### config.mk
export PLATFORM = sky130hd
export DESIGN_NAME = kamikaze_imem_arbiter_flat
export DESIGN_NICKNAME = d
export VERILOG_FILES = /design/src/rtl/kamikaze_imem_arbiter_if.sv /design/src/rtl/kamikaze_imem_arbiter.sv /design/src/flat_wrapper.sv
export SDC_FILE = /design/constraint.sdc
export NUM_CORES = 1
export LEC_CHECK = 0
export CAP_MARGIN = 5
export CORE_AREA = 4 4 105 107
export DETAILED_ROUTE_END_ITERATION = 16
export DIE_AREA = 0 0 109 111
export GPL_TIMING_DRIVEN = 0
export PLACE_DENSITY = 0.7
export SYNTH_ARGS = -nofsm -noshare
export SYNTH_HDL_FRONTEND = slang
export SYNTH_SLANG_ARGS = --single-unit
### constraint.sdc
create_clock -name clk_i -period 2.5 [get_ports clk_i]
set_clock_uncertainty 0.2 [all_clocks]
set_input_delay 0.5 -clock clk_i [delete_from_list [all_inputs] [get_ports clk_i]]
set_output_delay 0.5 -clock clk_i [all_outputs]
set_load 0.01 [all_outputs]
### src/rtl/kamikaze_imem_arbiter_if.sv
`default_nettype none
// ============================================================================
// Interface : kamikaze_imem_arbiter_if
// Brief     : IF, LS and memory-port bundles around the kamikaze_imem_arbiter.
// Revision  : 1.0 - initial release
// ============================================================================
interface kamikaze_imem_arbiter_if;

    // Instruction fetch port
    logic        if_req;
    logic [31:0] if_addr;
    logic        if_gnt;
    logic        if_rvalid;
    logic [31:0] if_rdata;

    // Load/store port
    logic        ls_req;
    logic        ls_we;
    logic [3:0]  ls_be;
    logic [31:0] ls_addr;
    logic [31:0] ls_wdata;
    logic        ls_gnt;
    logic        ls_rvalid;
    logic [31:0] ls_rdata;

    // Unified memory port
    logic        mem_req;
    logic        mem_we;
    logic [3:0]  mem_be;
    logic [31:0] mem_addr;
    logic [31:0] mem_wdata;
    logic        mem_gnt;
    logic        mem_rvalid;
    logic [31:0] mem_rdata;

    // Arbiter view
    modport slave (
        input  if_req, if_addr,
        output if_gnt, if_rvalid, if_rdata,
        input  ls_req, ls_we, ls_be, ls_addr, ls_wdata,
        output ls_gnt, ls_rvalid, ls_rdata,
        output mem_req, mem_we, mem_be, mem_addr, mem_wdata,
        input  mem_gnt, mem_rvalid, mem_rdata
    );

    // Environment view: requesters plus memory
    modport master (
        output if_req, if_addr,
        input  if_gnt, if_rvalid, if_rdata,
        output ls_req, ls_we, ls_be, ls_addr, ls_wdata,
        input  ls_gnt, ls_rvalid, ls_rdata,
        input  mem_req, mem_we, mem_be, mem_addr, mem_wdata,
        output mem_gnt, mem_rvalid, mem_rdata
    );

endinterface
`default_nettype wire

### src/rtl/kamikaze_imem_arbiter.sv
`default_nettype none
// ============================================================================
// Module   : kamikaze_imem_arbiter
// Brief    : Shares one 32-bit memory port between IF and LS, tracks owners of
//            outstanding transactions and routes responses back in order.
//            Define KAMIKAZE_ARB_RR_EN for round-robin instead of LS priority.
// Revision : 1.0 - initial release
// ============================================================================
module kamikaze_imem_arbiter #(
    parameter int MAX_OUTSTANDING = 2,
    parameter int RESET_OWNER_RR  = 0
) (
    input  logic                   clk_i,
    input  logic                   rst_i,
    kamikaze_imem_arbiter_if.slave bus
);

    localparam int c_PTR_W = (MAX_OUTSTANDING > 1) ? $clog2(MAX_OUTSTANDING) : 1;
    localparam int c_CNT_W = $clog2(MAX_OUTSTANDING + 1);

    localparam logic [c_PTR_W-1:0] c_PTR_LAST = c_PTR_W'(MAX_OUTSTANDING - 1);
    localparam logic [c_CNT_W-1:0] c_CNT_FULL = c_CNT_W'(MAX_OUTSTANDING);
    localparam logic               c_OWNER_IF = 1'b0;
    localparam logic               c_OWNER_LS = 1'b1;

    generate
        if ((MAX_OUTSTANDING < 1) || (MAX_OUTSTANDING > 8) ||
            ((MAX_OUTSTANDING & (MAX_OUTSTANDING - 1)) != 0) ||
            (RESET_OWNER_RR < 0) || (RESET_OWNER_RR > 1)) begin : g_param_check
            $error("kamikaze_imem_arbiter: illegal parameter value");
        end
    endgenerate

    // ------------------------------------------------------------------------
    // Owner queue state
    // ------------------------------------------------------------------------
    logic [MAX_OUTSTANDING-1:0] r_owner;
    logic [c_PTR_W-1:0]         r_wr_ptr;
    logic [c_PTR_W-1:0]         r_rd_ptr;
    logic [c_CNT_W-1:0]         r_count;

    logic        w_full;
    logic        w_empty;
    logic        w_any_req;
    logic        w_sel_ls;
    logic        w_mem_req;
    logic        w_xfer;
    logic        w_pop;
    logic        w_head;
    logic [31:0] w_addr;

    function automatic logic [c_PTR_W-1:0] f_ptr_inc(input logic [c_PTR_W-1:0] ptr);
        return (ptr == c_PTR_LAST) ? '0 : ptr + 1'b1;
    endfunction

    assign w_full    = (r_count == c_CNT_FULL);
    assign w_empty   = (r_count == '0);
    assign w_any_req = bus.if_req | bus.ls_req;

    // ------------------------------------------------------------------------
    // Requester selection
    // ------------------------------------------------------------------------
`ifdef KAMIKAZE_ARB_RR_EN
    localparam logic c_RR_INIT = 1'(RESET_OWNER_RR);

    // r_rr names the requester favoured on the next contended cycle (1 = LS)
    logic r_rr;

    assign w_sel_ls = bus.ls_req & (~bus.if_req | r_rr);

    always_ff @(posedge clk_i or negedge rst_i) begin
        if (!rst_i) begin
            r_rr <= c_RR_INIT;
        end else if (w_xfer) begin
            r_rr <= ~w_sel_ls;
        end
    end
`else
    assign w_sel_ls = bus.ls_req;
`endif

    // Reset gates the request path so nothing is granted while rst_i is low
    assign w_mem_req = rst_i & w_any_req & ~w_full;
    assign w_xfer    = w_mem_req & bus.mem_gnt;

    // Responses with nothing outstanding are dropped silently
    assign w_pop  = rst_i & bus.mem_rvalid & ~w_empty;
    assign w_head = r_owner[r_rd_ptr];

    // ------------------------------------------------------------------------
    // Memory request path
    // ------------------------------------------------------------------------
    assign w_addr        = w_sel_ls ? bus.ls_addr : bus.if_addr;
    assign bus.mem_req   = w_mem_req;
    assign bus.mem_we    = w_sel_ls & bus.ls_we;
    assign bus.mem_be    = w_sel_ls ? bus.ls_be : 4'hF;
    assign bus.mem_addr  = w_addr & ~32'h0000_0003;
    assign bus.mem_wdata = w_sel_ls ? bus.ls_wdata : 32'h0000_0000;

    assign bus.if_gnt = w_xfer & ~w_sel_ls;
    assign bus.ls_gnt = w_xfer &  w_sel_ls;

    // ------------------------------------------------------------------------
    // Response routing
    // ------------------------------------------------------------------------
    assign bus.if_rvalid = w_pop & (w_head == c_OWNER_IF);
    assign bus.ls_rvalid = w_pop & (w_head == c_OWNER_LS);
    assign bus.if_rdata  = bus.mem_rdata;
    assign bus.ls_rdata  = bus.mem_rdata;

    // ------------------------------------------------------------------------
    // Owner queue update
    // ------------------------------------------------------------------------
    always_ff @(posedge clk_i or negedge rst_i) begin
        if (!rst_i) begin
            r_owner  <= '0;
            r_wr_ptr <= '0;
            r_rd_ptr <= '0;
            r_count  <= '0;
        end else begin
            if (w_xfer) begin
                r_owner[r_wr_ptr] <= w_sel_ls;
                r_wr_ptr          <= f_ptr_inc(r_wr_ptr);
            end
            if (w_pop) begin
                r_rd_ptr <= f_ptr_inc(r_rd_ptr);
            end
            case ({w_xfer, w_pop})
                2'b10:   r_count <= r_count + 1'b1;
                2'b01:   r_count <= r_count - 1'b1;
                default: r_count <= r_count;
            endcase
        end
    end

endmodule
`default_nettype wire

### src/flat_wrapper.sv
// flat-port wrapper written by rule: the top's interface ports become plain ports
module kamikaze_imem_arbiter_flat 
#(
    parameter int MAX_OUTSTANDING = 2,
    parameter int RESET_OWNER_RR  = 0
)
  (clk_i, rst_i, bus_if_req, bus_if_addr, bus_if_gnt, bus_if_rvalid, bus_if_rdata, bus_ls_req, bus_ls_we, bus_ls_be, bus_ls_addr, bus_ls_wdata, bus_ls_gnt, bus_ls_rvalid, bus_ls_rdata, bus_mem_req, bus_mem_we, bus_mem_be, bus_mem_addr, bus_mem_wdata, bus_mem_gnt, bus_mem_rvalid, bus_mem_rdata);
  kamikaze_imem_arbiter_if bus_i ();
  input  logic clk_i;
  input  logic rst_i;
  input wire logic [$bits(bus_i.if_req)-1:0] bus_if_req;
  input wire logic [$bits(bus_i.if_addr)-1:0] bus_if_addr;
  output wire logic [$bits(bus_i.if_gnt)-1:0] bus_if_gnt;
  output wire logic [$bits(bus_i.if_rvalid)-1:0] bus_if_rvalid;
  output wire logic [$bits(bus_i.if_rdata)-1:0] bus_if_rdata;
  input wire logic [$bits(bus_i.ls_req)-1:0] bus_ls_req;
  input wire logic [$bits(bus_i.ls_we)-1:0] bus_ls_we;
  input wire logic [$bits(bus_i.ls_be)-1:0] bus_ls_be;
  input wire logic [$bits(bus_i.ls_addr)-1:0] bus_ls_addr;
  input wire logic [$bits(bus_i.ls_wdata)-1:0] bus_ls_wdata;
  output wire logic [$bits(bus_i.ls_gnt)-1:0] bus_ls_gnt;
  output wire logic [$bits(bus_i.ls_rvalid)-1:0] bus_ls_rvalid;
  output wire logic [$bits(bus_i.ls_rdata)-1:0] bus_ls_rdata;
  output wire logic [$bits(bus_i.mem_req)-1:0] bus_mem_req;
  output wire logic [$bits(bus_i.mem_we)-1:0] bus_mem_we;
  output wire logic [$bits(bus_i.mem_be)-1:0] bus_mem_be;
  output wire logic [$bits(bus_i.mem_addr)-1:0] bus_mem_addr;
  output wire logic [$bits(bus_i.mem_wdata)-1:0] bus_mem_wdata;
  input wire logic [$bits(bus_i.mem_gnt)-1:0] bus_mem_gnt;
  input wire logic [$bits(bus_i.mem_rvalid)-1:0] bus_mem_rvalid;
  input wire logic [$bits(bus_i.mem_rdata)-1:0] bus_mem_rdata;
  assign bus_i.if_req = bus_if_req;
  assign bus_i.if_addr = bus_if_addr;
  assign bus_if_gnt = bus_i.if_gnt;
  assign bus_if_rvalid = bus_i.if_rvalid;
  assign bus_if_rdata = bus_i.if_rdata;
  assign bus_i.ls_req = bus_ls_req;
  assign bus_i.ls_we = bus_ls_we;
  assign bus_i.ls_be = bus_ls_be;
  assign bus_i.ls_addr = bus_ls_addr;
  assign bus_i.ls_wdata = bus_ls_wdata;
  assign bus_ls_gnt = bus_i.ls_gnt;
  assign bus_ls_rvalid = bus_i.ls_rvalid;
  assign bus_ls_rdata = bus_i.ls_rdata;
  assign bus_mem_req = bus_i.mem_req;
  assign bus_mem_we = bus_i.mem_we;
  assign bus_mem_be = bus_i.mem_be;
  assign bus_mem_addr = bus_i.mem_addr;
  assign bus_mem_wdata = bus_i.mem_wdata;
  assign bus_i.mem_gnt = bus_mem_gnt;
  assign bus_i.mem_rvalid = bus_mem_rvalid;
  assign bus_i.mem_rdata = bus_mem_rdata;
  kamikaze_imem_arbiter #(.MAX_OUTSTANDING(MAX_OUTSTANDING), .RESET_OWNER_RR(RESET_OWNER_RR)) u_core (.clk_i(clk_i), .rst_i(rst_i), .bus(bus_i));
endmodule
==> summary.md <==
| Metric | Value |
|---|---|
| GRT overflow | 0 |
| Row count | 37 |
| CTS tree | yes |
| Synth-to-Final Area Change | 181% |
| Post-Route WL | 7570 um |
| Worst-path fanout max | 10 |
| Buf/Inv on CP | 3 |
| Max-cap violation count | 0 |
| Worst vdd ir | 0.271 mV |
| Post-route setup TNS | 0 ns |
| IO Port Bufs | 237 |
| Compound-cell area share of the yosys netlist | 2.27% |
| First-pass DRT Iterations | 4 |
| IO Pins | 277 |
| CTS buffer count | 3 |
| Root buffer cell | clkbuf_8 |
| Vias per inst | 3.64 |
| Post-DP HPWL | 6810 um |
| Req. time, crit path | 1.80 ns |
| Largest family of logic cells by synthesized area | buffers and inverters |
| # fillers | 1,011 |
| Final max-slew violation count | 0 |
| Die width | 109 um |
| Number of synthesized register bits | 6 |
| Commonest cells after routing, fill and taps aside | clkdlybuf4s50_1 (232), buf_4 (70), and2_1 (33), mux2_2 (30), dfrtp_1 (6) |
| CTS clk-pin slew, worst paths | 0.03 ns |
| Final antenna-violating net count | 0 |
| PwrDens | 283 mW/mm^2 |
| Initial antenna violation count | 0 |
| Routed wire per std cell | 13.8 um |
| Post-synthesis adder-cell area fraction | 0.873% |
| Final worst path period share | 98.3% |
| Gr usage total | 11.0% |
| Routability cong. | 0.737 |
| Synth Area in Simple Gates | 19.8% |
| DIE HEIGHT | 111 um |
| Final Setup Violations | 0 |
| Vias in the first global route | 2,135 |
| Critical Path Sink Type | output pin |
| R2R setup slack | 0.73 ns |
| H-tree depth | 1 |
| Setup Fix Bufs, Post-CTS | 0 |
| Setup WS pre-CTS | -0.387 ns |
| Post-Synthesis Cells | 170 |
| Ys Warns | 0 |
| Final WS setup | 0.0421 ns |
| Status | complete, no violations |
| RSZ-0062 raised after global routing | true |
| Mux contribution to synthesized area | 25.8% |
| Final hold vios | 0 |
| Largest net degree at the start of global routing | 12 |
| Worst-skew pair later-pin latency | 0.22 ns |
| Share of the yosys chip area belonging to registers | 10.5% |
| XOR/XNOR share of the synthesized area | 3.05% |
| DRC viols | 0 |
| Layout cells sized above 1 | 26.5% |
| Drt initial violations | 31 |
| Critical Path Most Common Cell | buf_4 |
| Synthesized area | 0.00143 mm^2 |
| DR vias | 1,992 |
| First-pass GRT wire length | 10,600 um |
| Worst min path class | primary input to asynchronous set/reset pin |
| Most common cell after layout, fill and taps aside | clkdlybuf4s50_1 |
| Fmax | 0.407 GHz |
| Startpoint types | primary input |
| Mean area per synthesized cell | 8.43 um^2 |
| Critical path arrival | 1.76 ns |
| Core area | 0.0101 mm^2 |
| CTS sink cnt | 6 |
| # diodes | 0 |
| Period minus WS final | 2.46 ns |
| Critical path class | primary input to output pin |
| Worst path slowest cell | clkdlybuf4s50_1 |
| Initial Utilization | 14.1% |
| CP top delay family | buffers and inverters |
| Post-synthesis cell type count | 24 |
| CTS Buffer Depth | 2 |
| CP peak stage delay | 0.49 ns |
| Fin nets | 553 |
| Full die area | 0.0121 mm^2 |
| CP Cell Sequence | buf_4, buf_4, mux2_2, clkdlybuf4s50_1 |
| Static Leak | 1.67 nW |
sequential cells by signal, indices dropped and copies added, names as in the netlist:
| name | flops |
|---|---|
| u_core.r_count | 2 |
| u_core.r_owner | 2 |
| u_core.r_rd_ptr | 1 |
| u_core.r_wr_ptr | 1 |
layout make-up:
cell class,count,area [um^2],area share [%]
Buffer,74,543,13.5
Clock buffer,3,41.3,1.02
Inverter,1,3.75,0.0931
Multi-Input combinational cell,90,753,18.7
Sequential cell,6,150,3.72
Tap cell,136,170,4.22
Timing Repair Buffer,237,2370,58.8
report_power, final:
| part | internal (mW) | switching, mW | total (mW) |
|---|---|---|---|
| Clock | 0.103 | 0.0393 | 0.143 |
| Combinational | 0.547 | 0.258 | 0.805 |
| Sequential | 0.149 | 0.0441 | 0.193 |
| Total | 0.800 | 0.341 | 1.14 |
final timing paths:
check | cells after the start | endpoint | start
setup reg to reg | 5 | u_core.r_count[1] | u_core.r_count[1]
hold / removal | 1 | u_core.r_owner[0] | rst_i
hold reg to reg | 1 | u_core.r_owner[1] | u_core.r_owner[1]
max in group asynchronous | 1 | u_core.r_wr_ptr | rst_i
min in group clk_i | 1 | u_core.r_owner[1] | u_core.r_owner[1]
setup / recovery | 4 | bus_mem_addr[11] | bus_ls_req
timing repair:
action	4_1_cts	5_1_grt
gates resized for setup	10	7
pin swaps	0	1
setup endpoints to repair	34	20
hold buffers	0	0
metrics by stage:
step / cells / power, mW / utilization [%] / hold WS, ns / cell area [um^2]
floorplan: 171 / 0.537 / - / 0.00441 / 1440
global placement: 544 / 0.996 / 39.3 / 0.277 / 3980
detailed placement: 544 / 1.01 / 39.3 / 0.285 / 3980
CTS: 547 / 1.16 / 39.7 / 0.0228 / 4030
global route: 547 / 1.22 / 39.8 / 0.0393 / 4030
finish: 547 / 1.14 / 39.8 / 0.0255 / 4030
per-layer routing:
layer / vias to the layer above / wire (um) / track usage, % / part of all wire (%)
met5: - / 0 / 0 / 0
met4: 0 / 89 / 1.85 / 1.2
met3: 8 / 897 / 2.85 / 12
met2: 139 / 4280 / 23.3 / 56
met1: 883 / 2310 / 9.88 / 30
li1: 962 / - / - / -
cell usage after synthesis:
| master | n | share of area, % |
|---|---|---|
| xnor2_1 | 4 | 2.4 |
| o211a_1 | 1 | 0.70 |
| mux2i_1 | 1 | 0.70 |
| nand4b_1 | 1 | 0.61 |
| dfrtp_1 | 6 | 10 |
| buf_4 | 67 | 35 |
| mux2_2 | 30 | 24 |
| nor2_1 | 3 | 0.79 |
| mux2_1 | 2 | 1.6 |
| nand4_1 | 1 | 0.44 |
| o211ai_1 | 1 | 0.52 |
| nor2b_1 | 1 | 0.44 |
| conb_1 | 1 | 0.26 |
| nand2b_2 | 1 | 0.61 |
| and2_1 | 33 | 14 |
| xor2_1 | 1 | 0.61 |
| nand2b_1 | 4 | 1.7 |
| inv_1 | 1 | 0.26 |
| buf_2 | 3 | 1.0 |
| clkbuf_1 | 4 | 1.0 |
| nand3_1 | 1 | 0.35 |
| ha_1 | 1 | 0.87 |
| and3_1 | 1 | 0.44 |
| o21a_4 | 1 | 1.0 |
logic make-up (layout without fill, tap and decap cells):
family / count (synthesis) / after routing
other: 1 / 2
flip-flops: 6 / 6
buffers and inverters: 75 / 315
AND/OR/NAND/NOR: 46 / 46
AO/OA/AOI/OAI: 3 / 3
multiplexers: 33 / 33
XOR/XNOR: 5 / 5
adder cells (fa/ha/maj): 1 / 1
Power figures use the tool's default switching activity.
